<file path="config.mk">
export PLATFORM = sky130hd
export DESIGN_NAME = c64_bus_sched
export DESIGN_NICKNAME = d
export VERILOG_FILES = /design/src/rtl/c64_bus_sched.sv
export SDC_FILE = /design/constraint.sdc
export NUM_CORES = 1
export LEC_CHECK = 0
export BUFFER_PORTS_ARGS = -buffer_cell sky130_fd_sc_hd__buf_2
export CAP_MARGIN = 15
export CELL_PAD_IN_SITES_DETAIL_PLACEMENT = 0
export CELL_PAD_IN_SITES_GLOBAL_PLACEMENT = 1
export CORE_MARGIN = 2
export CORE_UTILIZATION = 41
export DETAILED_ROUTE_END_ITERATION = 10
export PLACE_DENSITY_LB_ADDON = 0.1
export SETUP_SLACK_MARGIN = 0.2
export SLEW_MARGIN = 10
export SYNTH_ARGS = -nofsm -noshare
export SYNTH_HDL_FRONTEND = slang
export SYNTH_SLANG_ARGS = --single-unit
</file>
<file path="constraint.sdc">
create_clock -name dot_clk -period 2.3 [get_ports dot_clk]
set_input_delay 0.46 -clock dot_clk [delete_from_list [all_inputs] [get_ports dot_clk]]
set_output_delay 0.46 -clock dot_clk [all_outputs]
set_load 0.01 [all_outputs]
</file>
<file path="src/rtl/c64_bus_sched.sv">
`default_nettype none
// ============================================================================
// Module      : c64_bus_sched
// Description : C64 bus-cycle scheduler. Splits dot_clk into phi0 cycles and
//               arbitrates the phi2 half between the 6510, expansion DMA and VIC.
// Revision    : 1.0 - initial release
// ============================================================================
module c64_bus_sched #(
  parameter int DOTS    = 8,
  parameter int BA_LEAD = 3,
  parameter int STEAL_W = 16
) (
  input  logic               dot_clk,
  input  logic               reset,
  input  logic               vic_req,
  input  logic               dma_req,
  output logic               phi0,
  output logic               cycle_start,
  output logic               phi2_start,
  output logic               ba,
  output logic               aec,
  output logic               cpu_rdy,
  output logic               dma_grant,
  output logic [STEAL_W-1:0] steal_cnt
);

  localparam int                 c_cnt_w = $clog2(DOTS);
  localparam logic [c_cnt_w-1:0] c_half  = c_cnt_w'(DOTS / 2);
  localparam logic [c_cnt_w-1:0] c_last  = c_cnt_w'(DOTS - 1);
  localparam logic [2:0]         c_lead  = 3'(BA_LEAD);

  typedef enum logic [1:0] {
    ST_CPU       = 2'd0,
    ST_BA_WAIT   = 2'd1,
    ST_VIC_STEAL = 2'd2,
    ST_DMA       = 2'd3
  } state_t;

  state_t               r_state;
  logic [c_cnt_w-1:0]   r_dot_cnt;
  logic                 r_started;
  logic [2:0]           r_lead_cnt;
  logic                 r_ba;
  logic                 r_dma_grant;
  logic [STEAL_W-1:0]   r_steal_cnt;
  logic                 w_boundary;

  assign w_boundary = (r_dot_cnt == c_last);

  // Dot counter; r_started masks the strobes until the first wrap after reset.
  always_ff @(posedge dot_clk) begin
    if (reset) begin
      r_dot_cnt <= '0;
      r_started <= 1'b0;
    end else if (w_boundary) begin
      r_dot_cnt <= '0;
      r_started <= 1'b1;
    end else begin
      r_dot_cnt <= r_dot_cnt + 1'b1;
    end
  end

  // Ownership decisions are taken only on the wrap edge, so a request that
  // changes mid-cycle waits for the next boundary.
  always_ff @(posedge dot_clk) begin
    if (reset) begin
      r_state     <= ST_CPU;
      r_lead_cnt  <= '0;
      r_ba        <= 1'b0;
      r_dma_grant <= 1'b0;
    end else if (w_boundary) begin
      case (r_state)
        ST_CPU: begin
          if (vic_req) begin
            r_state    <= ST_BA_WAIT;
            r_ba       <= 1'b1;
            r_lead_cnt <= c_lead;
          end else if (dma_req) begin
            r_state     <= ST_DMA;
            r_dma_grant <= 1'b1;
          end
        end
        ST_BA_WAIT: begin
          if (!vic_req) begin
            r_state    <= ST_CPU;
            r_ba       <= 1'b0;
            r_lead_cnt <= '0;
          end else begin
            r_lead_cnt <= r_lead_cnt - 1'b1;
            if (r_lead_cnt == 3'd1) begin
              r_state <= ST_VIC_STEAL;
            end
          end
        end
        ST_VIC_STEAL: begin
          if (!vic_req) begin
            r_ba <= 1'b0;
            if (dma_req) begin
              r_state     <= ST_DMA;
              r_dma_grant <= 1'b1;
            end else begin
              r_state <= ST_CPU;
            end
          end
        end
        ST_DMA: begin
          // The expansion master honours BA exactly like the 6510 does.
          if (vic_req) begin
            r_state     <= ST_BA_WAIT;
            r_dma_grant <= 1'b0;
            r_ba        <= 1'b1;
            r_lead_cnt  <= c_lead;
          end else if (!dma_req) begin
            r_state     <= ST_CPU;
            r_dma_grant <= 1'b0;
          end
        end
      endcase
    end
  end

  always_ff @(posedge dot_clk) begin
    if (reset) begin
      r_steal_cnt <= '0;
    end else if ((r_dot_cnt == c_half) && (r_state == ST_VIC_STEAL) &&
                 (r_steal_cnt != {STEAL_W{1'b1}})) begin
      r_steal_cnt <= r_steal_cnt + 1'b1;
    end
  end

  assign phi0        = (r_dot_cnt >= c_half);
  assign cycle_start = r_started & (r_dot_cnt == '0);
  assign phi2_start  = r_started & (r_dot_cnt == c_half);
  assign ba          = r_ba;
  assign dma_grant   = r_dma_grant;
  assign cpu_rdy     = ~r_ba & ~r_dma_grant;
  assign aec         = phi0 & (r_state != ST_VIC_STEAL);
  assign steal_cnt   = r_steal_cnt;

endmodule
`default_nettype wire
</file>
==> metrics.yaml <==
worst_setup_path:
  rr_worst_depth: 6
  reg2reg_to: "steal_cnt[13]"
  cp-endpoint: "steal_cnt[13]"
  r2r-start: "r_state[0]"
  regToRegSetupSlack_ns: 0.31
  crit_fanout: 10
  cp-end-kind: "register"
  worstPathArrival_ns: 2.21
  startpoint: "r_state[0]"
  cp.required_ns: 2.51
  critPathLaunchType: "register"
  path_class: "register to register"
timing:
  fin_crit_sh: 0.8671
  fin_tns_setup_ns: 0
  skew_ns: 0.001805
  fmax_mhz: 501.4
  min_period_ns: 1.994
  worst_pin_slew_ns: 0.7350
  setup_viol: 0
  slew_violations: 0
  max_slew_margin: 0.5055
  rsz0062_at_grt: "yes"
  hold_violations: 0
floorplan:
  pin_count: 27
  core-area_sq_um: 3689
  die_y_um: 66.13
  start_util: 0.4291
  fp.dieW_um: 66.13
  row_count: 22
  fp.dieArea_sq_um: 4373
global_routing:
  grt_pass1_vias: 1391
  grt_usage: 0.1787
  antenna_found_initial: 0
  grt_pass1_wl_um: 6182
  overflow: 0
  grt_max_degree: 20
logic_synthesis:
  ys_seq_elements: 27
  syn-num-nets: 203
  syn_area_per_cell_sq_um: 8.374
  synth.distinct_cells: 43
  syn_area_sq_um: 1583
  ys_seq_area_frac: 0.3415
  synth_edf_count: 0
  ys_top_cells_by_area: "dfxtp_1 34%, ha_1 7.9%, nand2_1 4.0%"
  async_flop_share: 0
  synthCells: 189
  synth_area_leader_cell: "dfxtp_1"
  yosys_warnings: 0
  synth_top_area_frac: 0.3415
  synthFlopType: "dfxtp_1"
clock_tree:
  clock_latency_ns: 0.27
  htree_levels: 1
  hold_buffers: 0
  tritoncts: "done"
  cts.sinks: 27
  cts-root-buf: "clkbuf_8"
  clkTransAtPathRegs_ns: 0.10
  cts_max_path_buffers: 2
  cts_inserted_buffers: 3
layout:
  multi_input_area_sq_um: 950.9
  diodes: 0
  area_delta_synth_final_pct: 14.07
  finalNetCount: 228
  design_area_sq_um: 1805
  seqCellArea_sq_um: 540.5
  nFillCells: 373
  drive_gt1_frac: 0.2113
  final_cells: 261
placed_design:
  port_buffers: 26
  dpl.hpwl_um: 2727
  dp_cells: 257
  postPlaceCellArea_sq_um: 1733
  gp_congestion: 0.7868
power_and_ir_drop:
  total_power_uw: 798.0
  peakVddDrop_v: 0.0002336
  total_leakage_power_nw: 0.7207
  powerDensity_nw_per_um2: 442.0
route:
  drt_iter0_drc: 72
  drc: 0
  first_pass_iters: 4
  num_vias: 1498
  wirelength_um: 3614
  ant_nets: 0
  vias_per_cell: 5.739
  avgRoutedWirePerCell_um: 13.85
hold_path:
  hp-class: "input pin to register"
job:
  cap_violations: 0
run_status:
  outcome: "completed"
layout make-up:
cell class	instances	area share
inverter	12	0.02495
clock buffer	3	0.02287
sequential	27	0.2994
timing repair buffer	30	0.08870
multi-input combinational	140	0.5267
tap	48	0.03326
clock inverter	1	0.004158
worst min path at each step:
stage,startpoint,to,slack (ns),depth (start not counted)
global placement,r_dot_cnt[0],r_dot_cnt[0],0.44,1
detailed placement,r_dot_cnt[0],r_dot_cnt[0],0.45,1
floorplan,r_dot_cnt[0],r_dot_cnt[0],0.42,1
global route,reset,ba,0.45,2
finish,reset,ba,0.45,2
CTS,reset,ba,0.45,2
through the flow:
| step | hold slack [ns] | util | worst slack (ns) |
|---|---|---|---|
| 3_3_place_gp | 0.4403 | 0.4698 | 0.2863 |
| 6_report | 0.4533 | 0.4895 | 0.3056 |
| 2_1_floorplan | 0.4240 | - | 0.2014 |
| 5_1_grt | 0.4476 | 0.4895 | 0.1799 |
| 4_1_cts | 0.4466 | 0.4837 | 0.2313 |
| 3_5_place_dp | 0.4499 | 0.4698 | 0.2079 |
power breakdown:
| part | internal, mW | total [mW] | switching, mW | leakage (nW) |
|---|---|---|---|---|
| logic | 0.0164 | 0.0424 | 0.0260 | 0.481 |
| registers | 0.472 | 0.477 | 0.00453 | 0.218 |
| clock network | 0.123 | 0.279 | 0.156 | 0.0217 |
| total | 0.612 | 0.798 | 0.186 | 0.721 |
cells by family after synthesis:
kind of cell	count (synthesis)	share of synthesized area
AND/OR/NAND/NOR	80	0.2704
AO/OA/AOI/OAI	43	0.1905
flip-flops	27	0.3415
buffers and inverters	22	0.07272
adder cells (fa/ha/maj)	10	0.07905
multiplexers	7	0.04585
cell usage after synthesis (2+ instances only):
cell type and n:
nand3_1 8, a21oi_1 9, and3_1 3, nor3_1 8, ha_1 10, clkbuf_1 4, nand4_1 2, o211a_1 2
a221oi_1 2, and4_1 3, dfxtp_1 27, nand2b_1 2, nor4_1 3, nand2_1 17, nor3b_1 3, or4_1 5
o21ai_0 6, a31oi_1 5, a211oi_1 5, mux2i_1 5, buf_6 4, nor2_1 16, mux2_2 2, nor2b_1 4
inv_1 11, or3_1 2, o31ai_1 4, buf_2 2
flip-flops by register name (all words and copies together) (netlist names):
register	cells
r_lead_cnt	3
r_state	2
r_started	1
dma_grant	1
ba	1
r_dot_cnt	3
steal_cnt	16
per-layer routing:
layer / wire length (um) / part of all wire / vias to the layer above / GRT usage
met4: 46 / 0.013 / 0 / 0.04592
met2: 1831 / 0.51 / 27 / 0.3175
li1: - / - / 744 / -
met1: 1626 / 0.45 / 721 / 0.2235
met3: 111 / 0.031 / 6 / 0.02726
met5: 0 / 0 / - / 0
worst max-delay path, stage by stage, from the launching register on:
cell and delay, ns:
dfxtp_1 0.35, inv_1 0.10, ha_2 0.25, nand3_2 0.11, or3_4 0.47, or4_1 0.51, a21oi_1 0.14
cells in the final DEF (no fill, tap or decap), types with 2 or more instances in the layout:
cell type  netlist  routed
buf_2            2      26
mux2i_1          5       5
nor4_1           3       3
ha_1            10       9
nor3_1           8       7
a221oi_1         2       2
nand2_1         17      17
or3_4            1       2
buf_4            0       4
o21ai_0          6       6
a21oi_1          9       9
or3_1            2       2
clkbuf_8         0       3
or4_1            5       5
nor3b_1          3       3
dfxtp_1         27      27
nor2_1          16      16
nor2b_1          4       4
mux2_2           2       2
inv_1           11      11
o211a_1          2       2
nand2b_1         2       2
a31oi_1          5       5
and4_1           3       3
nand4_1          2       2
nand3_1          8       8
a211oi_1         5       5
o31ai_1          4       4
and3_1           3       3
timing repair:
action,4_1_cts,5_1_grt
gates resized for setup,1,3
endpoints found under the hold margin,0,0
setup buffers,0,0
endpoints found under the setup margin,1,3
Power figures use the tool's default switching activity.
